## src/rtl/instr_mem_loader.sv

```systemverilog
// Boot-time instruction memory loader.
// Accepts a framed byte stream (16-bit big-endian word count, then 4*N bytes),
// assembles big-endian 32-bit words and writes them to consecutive word
// addresses starting at BASE_ADDR.
module instr_mem_loader #(
  parameter logic [31:0] BASE_ADDR = 32'h0000_0000,
  parameter int unsigned WORDS     = 64
) (
  input  logic        clk,
  input  logic        rst_n,
  input  logic        start,
  input  logic [7:0]  byte_in,
  input  logic        byte_valid,
  output logic        byte_ready,
  output logic        WE,
  output logic [31:0] WA,
  output logic [31:0] WD,
  output logic        busy,
  output logic        done,
  output logic        err
);

  localparam logic [2:0] st_idle   = 3'd0;
  localparam logic [2:0] st_hdr_hi = 3'd1;
  localparam logic [2:0] st_hdr_lo = 3'd2;
  localparam logic [2:0] st_data   = 3'd3;
  localparam logic [2:0] st_last   = 3'd4;
  localparam logic [2:0] st_done   = 3'd5;
  localparam logic [2:0] st_err    = 3'd6;

  logic [2:0]  state_q, state_d;
  logic [15:0] n_q, n_d;
  logic [15:0] idx_q, idx_d;
  logic [1:0]  bcnt_q, bcnt_d;
  logic [23:0] asm_q, asm_d;   // first three bytes of the word in flight
  logic        we_q, we_d;
  logic [31:0] wa_q, wa_d;
  logic [31:0] wd_q, wd_d;
  logic        done_q, done_d;
  logic        err_q, err_d;

  logic        xfer;
  logic [15:0] hdr_n;

  assign byte_ready = (state_q == st_hdr_hi) || (state_q == st_hdr_lo) || (state_q == st_data);
  assign busy       = byte_ready || (state_q == st_last);
  assign xfer       = byte_valid && byte_ready;
  assign hdr_n      = {n_q[15:8], byte_in};

  assign WE   = we_q;
  assign WA   = wa_q;
  assign WD   = wd_q;
  assign done = done_q;
  assign err  = err_q;

  // Next-state logic: header parsing, word assembly and write issue.
  always_comb begin
    state_d = state_q;
    n_d     = n_q;
    idx_d   = idx_q;
    bcnt_d  = bcnt_q;
    asm_d   = asm_q;
    we_d    = 1'b0;
    wa_d    = wa_q;
    wd_d    = wd_q;
    done_d  = done_q;
    err_d   = err_q;

    case (state_q)
      st_idle, st_done, st_err: begin
        if (start) begin
          state_d = st_hdr_hi;
          done_d  = 1'b0;
          err_d   = 1'b0;
          idx_d   = '0;
          bcnt_d  = '0;
        end
      end
      st_hdr_hi: begin
        if (xfer) begin
          n_d     = {byte_in, 8'h00};
          state_d = st_hdr_lo;
        end
      end
      st_hdr_lo: begin
        if (xfer) begin
          n_d = hdr_n;
          if (hdr_n == 16'd0) begin
            state_d = st_done;
            done_d  = 1'b1;
          end else if ({16'd0, hdr_n} > WORDS) begin
            state_d = st_err;
            err_d   = 1'b1;
          end else begin
            state_d = st_data;
          end
        end
      end
      st_data: begin
        if (xfer) begin
          asm_d  = {asm_q[15:0], byte_in};
          bcnt_d = bcnt_q + 2'd1;
          if (bcnt_q == 2'd3) begin
            we_d  = 1'b1;
            wd_d  = {asm_q, byte_in};
            wa_d  = BASE_ADDR + {14'd0, idx_q, 2'b00};
            idx_d = idx_q + 16'd1;
            if (idx_q == n_q - 16'd1) begin
              state_d = st_last;
            end
          end
        end
      end
      st_last: begin
        state_d = st_done;
        done_d  = 1'b1;
      end
      default: state_d = st_idle;
    endcase
  end

  // State registers; reset aborts any load in progress.
  always_ff @(posedge clk or negedge rst_n) begin
    if (!rst_n) begin
      state_q <= st_idle;
      n_q     <= '0;
      idx_q   <= '0;
      bcnt_q  <= '0;
      asm_q   <= '0;
      we_q    <= 1'b0;
      wa_q    <= BASE_ADDR;
      wd_q    <= '0;
      done_q  <= 1'b0;
      err_q   <= 1'b0;
    end else begin
      state_q <= state_d;
      n_q     <= n_d;
      idx_q   <= idx_d;
      bcnt_q  <= bcnt_d;
      asm_q   <= asm_d;
      we_q    <= we_d;
      wa_q    <= wa_d;
      wd_q    <= wd_d;
      done_q  <= done_d;
      err_q   <= err_d;
    end
  end

endmodule

```

## config.mk

```make
export PLATFORM = sky130hd
export DESIGN_NAME = instr_mem_loader
export DESIGN_NICKNAME = d
export VERILOG_FILES = /design/src/rtl/instr_mem_loader.sv
export SDC_FILE = /design/constraint.sdc
export NUM_CORES = 1
export LEC_CHECK = 0
export CAP_MARGIN = 20
export CORE_UTILIZATION = 45
export CTS_BUF_LIST = sky130_fd_sc_hd__clkbuf_2 sky130_fd_sc_hd__clkbuf_4 sky130_fd_sc_hd__clkbuf_8
export DETAILED_ROUTE_END_ITERATION = 8
export PLACE_DENSITY_LB_ADDON = 0.2
export SLEW_MARGIN = 10
export SYNTH_ARGS = -nofsm -noshare
export SYNTH_HDL_FRONTEND = slang
export SYNTH_SLANG_ARGS = --single-unit
```

## constraint.sdc

```tcl
create_clock -name clk -period 4.9 [get_ports clk]
set_input_delay 1.225 -clock clk [delete_from_list [all_inputs] [get_ports clk]]
set_output_delay 1.225 -clock clk [all_outputs]
set_load 0.02 [all_outputs]
```

==> results of run 1 <==
-- worst register-to-register path, cell delays in order (launching register included) --
cell and delay [ns]:
dfrtp_1 0.84, nor2_1 0.11, a21o_1 0.20, a211oi_1 0.55, nand3_1 0.16, a211oi_1 0.45
a41oi_1 0.19
-- kinds of logic (layout without fill, tap and decap cells) --
group	Yosys count	after routing	share of synthesized area
AOI/OAI and AO/OA	68	68	0.0785
buffers and inverters	63	99	0.0558
muxes	25	25	0.0526
adders and majority gates	3	3	0.00692
other	1	16	0.000692
DFF	112	112	0.517
and+or+nand+nor	281	281	0.237
xor gates and xnor gates	32	32	0.0517
-- per-layer routing --
layer / GRT usage / vias to the layer above / part of all wire / routed length, um
met3: 0.0430 / 17 / 0.051 / 619
met5: 0 / - / 0 / 0
met4: 0.0793 / 0 / 0.016 / 199
met2: 0.320 / 122 / 0.48 / 5750
met1: 0.274 / 2053 / 0.46 / 5520
li1: - / 2005 / - / -
-- how the worst max path moves through the flow --
stage,start,to,slack [ns],cells after the start
floorplan,byte_in[2],state_q[2]$_DFFE_PN0P_,2.00,6
global placement,byte_valid,err$_DFFE_PN0P_,1.34,6
detailed placement,byte_valid,err$_DFFE_PN0P_,1.20,6
CTS,state_q[1]$_DFFE_PN0P_,busy,1.50,3
global route,state_q[1]$_DFFE_PN0P_,busy,1.33,3
finish,state_q[1]$_DFFE_PN0P_,busy,1.49,3
-- layout by cell type (no fill, tap or decap), types with 5 or more instances in the layout --
cell,Yosys,final
a21oi_1,10,10
buf_4,17,6
clkbuf_8,0,9
clkdlybuf4s50_1,0,63
conb_1,1,16
dfrtp_1,112,112
inv_1,14,14
mux2_2,24,24
nand2_1,174,174
nand3_1,28,28
nand4_1,9,9
nor2_1,29,29
nor2b_1,5,5
nor3_1,5,5
o21ai_0,29,29
xnor2_1,20,20
xor2_1,12,12
-- state kept, by name (all words and copies together), names as in the netlist --
| name | cells |
|---|---|
| WA | 16 |
| idx_q | 16 |
| state_q | 3 |
| WE | 1 |
| asm_q | 24 |
| WD | 32 |
| bcnt_q | 2 |
| n_q | 16 |
| err | 1 |
| done | 1 |
-- power groups by stage --
stage               clock (mW)  combinational (mW)  sequential (mW)
floorplan                    0               0.900             1.48
global placement             0                1.32             1.46
detailed placement           0                1.36             1.48
CTS                      0.567                1.36             1.46
global route             0.600                1.50             1.50
finish                   0.554                1.36             1.46
-- area by class of cell --
cell class,count,area (sq um)
inverter,16,60.1
clock inverter,5,66.3
multi-input combinational,425,2370
sequential,112,2800
fill,1038,5280
clock buffer,9,124
tap,143,179
timing repair buffer,69,676
==> flow_metrics.py, run 1 <==
metrics = {
    "status": {
        "run_status": "finished with violations",
        "violations": "DRC",
    },
    "yosys": {
        "synth_top_cell_by_area": "dfrtp_1",
        "synthArstFlopShare": 1.00,
        "ys_warn_count": 0,
        "synthCells": 585,
        "ys_ff_latch": 112,
        "ys.flop_type": "dfrtp_1",
        "avgSynthCellArea_sq_um": 9.27,
        "yosysUniqueCellTypes": 63,
        "syn_area_sq_um": 5420,
        "synth_commonest_cells": "nand2_1 (174), dfrtp_1 (112), nor2_1 (29), o21ai_0 (29), nand3_1 (28)",
        "synth_area_leaders": "dfrtp_1 (52%), nand2_1 (12%), mux2_2 (5.0%), xnor2_1 (3.2%), o21ai_0 (2.7%)",
        "synth_edf_count": 0,
        "synth.most_common_cell": "nand2_1",
        "synth.top_cell.area_share": 0.517,
        "ys_seq_area_frac": 0.517,
    },
    "critical_path": {
        "r2r_end": "state_q[0]$_DFFE_PN0P_",
        "cp-end-kind": "output pin",
        "slowest_stage": "dfrtp_1",
        "r2r_cells": 6,
        "cp_cell_sequence": "nor2_1 -> xnor2_1 -> clkdlybuf4s50_1",
        "crit_path_max_fanout": 27,
        "slowest_delay_ns": 0.84,
        "crit_arrival_ns": 2.18,
        "timing.rr.start": "state_q[1]$_DFFE_PN0P_",
        "startpoint_type": "register",
        "path_delay_family": "flip-flops",
        "cp.required_ns": 3.67,
        "reg2reg_setup_slack_ns": 2.26,
        "critical_path_class": "register to output pin",
        "cp_num_buf_inv": 1,
    },
    "clocking": {
        "clk_path_buf_depth": 2,
        "clkSlewWorstSetupHoldPaths_ns": 0.10,
        "cts_root_buf": "clkbuf_8",
        "cts_resized": 0,
        "cts_max_level": 3,
        "cts.sinks": 112,
        "hold_buffers": 0,
        "post_cts.repair.setup_buffers": 0,
        "cts_buffers": 9,
        "cts_tree": "done",
        "clk_latency_ns": 0.38,
    },
    "min_path": {
        "hp-class": "register to register",
        "hold_path_end": "WA[8]$_DFFE_PN0P_",
        "whs_path_depth": 2,
        "min_from": "WA[8]$_DFFE_PN0P_",
    },
    "die": {
        "num_rows": 39,
        "fp.dieW_um": 112,
        "pin_count": 81,
        "die_h_um": 112,
        "initial_core_util": 0.469,
        "die_area_sq_um": 12500,
        "core-area_sq_um": 11600,
    },
    "sta": {
        "clock.fmax_mhz": 294,
        "fin_crit_sh": 0.695,
        "hold_viol_final": 0,
        "final_max_slew_viol_count": 0,
        "grt_setup_unrepaired": "no",
        "holdWs_ns": 0.482,
        "fin_skew_ns": 0.0148,
        "setup_violations": 0,
        "period_needed_ns": 3.41,
        "tns_ns": 0,
        "fin_ws_ns": 1.49,
        "slew-limit-headroom": 0.333,
        "worstMarginPinSlew_ns": 1.00,
    },
    "finish": {
        "design_area_sq_um": 6280,
        "drive_gt1_frac": 0.0849,
        "diodes": 0,
        "utilization": 0.543,
        "area_growth_pct": 15.8,
        "nets": 648,
        "stdcell_count": 779,
    },
    "global_routing": {
        "grt_overflow": 0,
        "grt_pass1_vias": 4090,
        "grt_pass1_wl_um": 20100,
        "grt_max_degree": 64,
        "antenna_found_initial": 0,
        "grt.total_usage": 0.203,
    },
    "detailed_routing": {
        "first_pass_iters": 8,
        "vias": 4197,
        "first_iter_violations": 283,
        "wl_per_cell_um": 15.5,
        "ant_nets": 0,
        "routed_via_density": 5.39,
        "routed_wirelength_um": 12100,
        "post-route-drc-count": 6,
    },
    "power": {
        "switching_power_mw": 1.31,
        "p_clk_frac": 0.164,
        "leakagePower_nw": 2.96,
        "p_seq_frac": 0.432,
        "p_int_mw": 2.06,
        "swShare": 0.389,
        "power_density_nw_per_um2": 537,
        "peakVddDrop_v": 0.000213,
        "p_total_mw": 3.37,
        "pwr-share-comb": 0.403,
    },
    "placed_design": {
        "place_congestion": 0.909,
        "dp.cells": 765,
        "place_hpwl_um": 8400,
        "portBuffers": 64,
        "dp_slack_ns": 1.20,
        "dpl_cell_area_sq_um": 6090,
    },
    "flow_run": {
        "max-cap-violations": 0,
    },
}
Note: power is estimated with default switching activity, not from simulation.
==> run 2, diff against run 1 <==
==> constraint.sdc (replaced) <==
create_clock -name clk -period 3 [get_ports clk]
set_input_delay 0.75 -clock clk [delete_from_list [all_inputs] [get_ports clk]]
set_output_delay 0.75 -clock clk [all_outputs]
set_load 0.02 [all_outputs]
==> flow_metrics.py, run 2 (synthesized netlist as in run 1, its figures left out) <==
metrics = {
    "clocking": {
        "cts.sinks": 112,
        "clk_path_buf_depth": 2,
        "clkSlewWorstSetupHoldPaths_ns": 0.11,
        "clk_latency_ns": 0.38,
        "hold_buffers": 0,
        "cts_resized": 0,
        "cts_tree": "done",
        "post_cts.repair.setup_buffers": 0,
        "cts_buffers": 9,
        "cts_root_buf": "clkbuf_8",
        "cts_max_level": 3,
    },
    "die": {
        "fp.dieW_um": 112,
        "core-area_sq_um": 11600,
        "num_rows": 39,
        "pin_count": 81,
        "die_h_um": 112,
        "initial_core_util": 0.469,
        "die_area_sq_um": 12500,
    },
    "sta": {
        "setup_violations": 0,
        "fin_skew_ns": 0.00887,
        "period_needed_ns": 2.65,
        "worstMarginPinSlew_ns": 0.982,
        "fin_crit_sh": 0.885,
        "slew-limit-headroom": 0.345,
        "tns_ns": 0,
        "grt_setup_unrepaired": "no",
        "hold_viol_final": 0,
        "final_max_slew_viol_count": 0,
        "clock.fmax_mhz": 377,
        "fin_ws_ns": 0.346,
    },
    "critical_path": {
        "cp.required_ns": 2.25,
        "r2r_end": "state_q[0]$_DFFE_PN0P_",
        "cp_cell_sequence": "nor2_1 -> xnor2_1 -> clkdlybuf4s50_1",
        "path_delay_family": "buffers and inverters",
        "timing.rr.start": "n_q[3]$_DFFE_PN0P_",
        "crit_arrival_ns": 1.90,
        "critical_path_class": "register to output pin",
        "slowest_delay_ns": 0.63,
        "reg2reg_setup_slack_ns": 0.67,
        "slowest_stage": "clkdlybuf4s50_1",
        "crit_path_max_fanout": 11,
        "startpoint_type": "register",
        "cp_num_buf_inv": 1,
        "r2r_cells": 6,
        "cp-end-kind": "output pin",
    },
    "status": {
        "run_status": "finished with violations",
        "violations": "DRC",
    },
    "global_routing": {
        "antenna_found_initial": 0,
        "grt_max_degree": 53,
        "grt_overflow": 0,
        "grt.total_usage": 0.212,
        "grt_pass1_wl_um": 21000,
        "grt_pass1_vias": 4273,
    },
    "finish": {
        "design_area_sq_um": 6420,
        "final_common_cell": "nand2_1",
        "drive_gt1_frac": 0.107,
        "nets": 662,
        "area_growth_pct": 18.4,
        "layout.cells.most_common_list": "nand2_1 (174), dfrtp_1 (112), clkdlybuf4s50_1 (63)",
        "diodes": 0,
        "largest_register_ffs": 32,
    },
    "placed_design": {
        "dpl_cell_area_sq_um": 6210,
        "place_congestion": 0.882,
        "dp_slack_ns": 0.00151,
        "place_hpwl_um": 8770,
        "portBuffers": 64,
    },
    "min_path": {
        "hp-class": "input pin to asynchronous set/reset pin",
    },
    "power": {
        "peakVddDrop_v": 0.000515,
        "leakagePower_nw": 3.04,
        "power_density_nw_per_um2": 872,
        "p_total_mw": 5.60,
    },
    "detailed_routing": {
        "first_iter_violations": 311,
        "post-route-drc-count": 7,
        "first_pass_iters": 7,
        "ant_nets": 0,
        "routed_wirelength_um": 12200,
        "vias": 4225,
        "wl_per_cell_um": 15.3,
        "routed_via_density": 5.31,
    },
    "flow_run": {
        "max-cap-violations": 0,
    },
}
run 2: cell types whose count changed in the layout (fill, tap and decap cells not counted):
cell      previous run  this run
buf_4                6        19
buf_12               0         1
clkbuf_8             9        10
clkinv_2             0         1
clkinv_4             1         0
clkinv_8             0         1
inv_6                1         2
inv_8                1         0
run 2: final cells by class:
class	count	area, sq um
clock buffers	10	138
clock inverters	6	76.3
fillers	1067	5140
inverters	16	60.1
multi-input cells	425	2370
flip-flops and latches	112	2800
well taps	143	179
repair buffers	83	793
run 2: how the worst max path moves through the flow:
stage	from	end	slack, ns	cells after the start
global placement	byte_in[2]	state_q[2]$_DFFE_PN0P_	0.05	7
global route	state_q[0]$_DFFE_PN0P_	busy	0.22	3
CTS	state_q[0]$_DFFE_PN0P_	busy	0.33	3
floorplan	byte_in[2]	state_q[2]$_DFFE_PN0P_	0.58	6
finish	state_q[0]$_DFFE_PN0P_	busy	0.35	3
detailed placement	byte_in[2]	state_q[2]$_DFFE_PN0P_	0.002	7
run 2: per-stage QoR:
| step | utilization | instances | hold slack, ns |
|---|---|---|---|
| after floorplan | - | 600 | 0.433 |
| after global placement | 0.537 | 779 | 0.445 |
| after detailed placement | 0.537 | 779 | 0.454 |
| after CTS | 0.555 | 795 | 0.262 |
| after global routing | 0.555 | 795 | 0.270 |
| final | 0.555 | 795 | 0.270 |
run 2: per-layer routing:
| metal | vias to the layer above | track usage | wire [um] |
|---|---|---|---|
| li1 | 2053 | - | - |
| met1 | 2059 | 0.286 | 5690 |
| met2 | 95 | 0.337 | 5890 |
| met3 | 18 | 0.0338 | 389 |
| met4 | 0 | 0.0973 | 231 |
| met5 | - | 0 | 0 |
run 2: report_power, final:
group	switching (mW)	internal [mW]
clock network	0.527	0.421
logic	1.24	1.08
registers	0.388	1.94
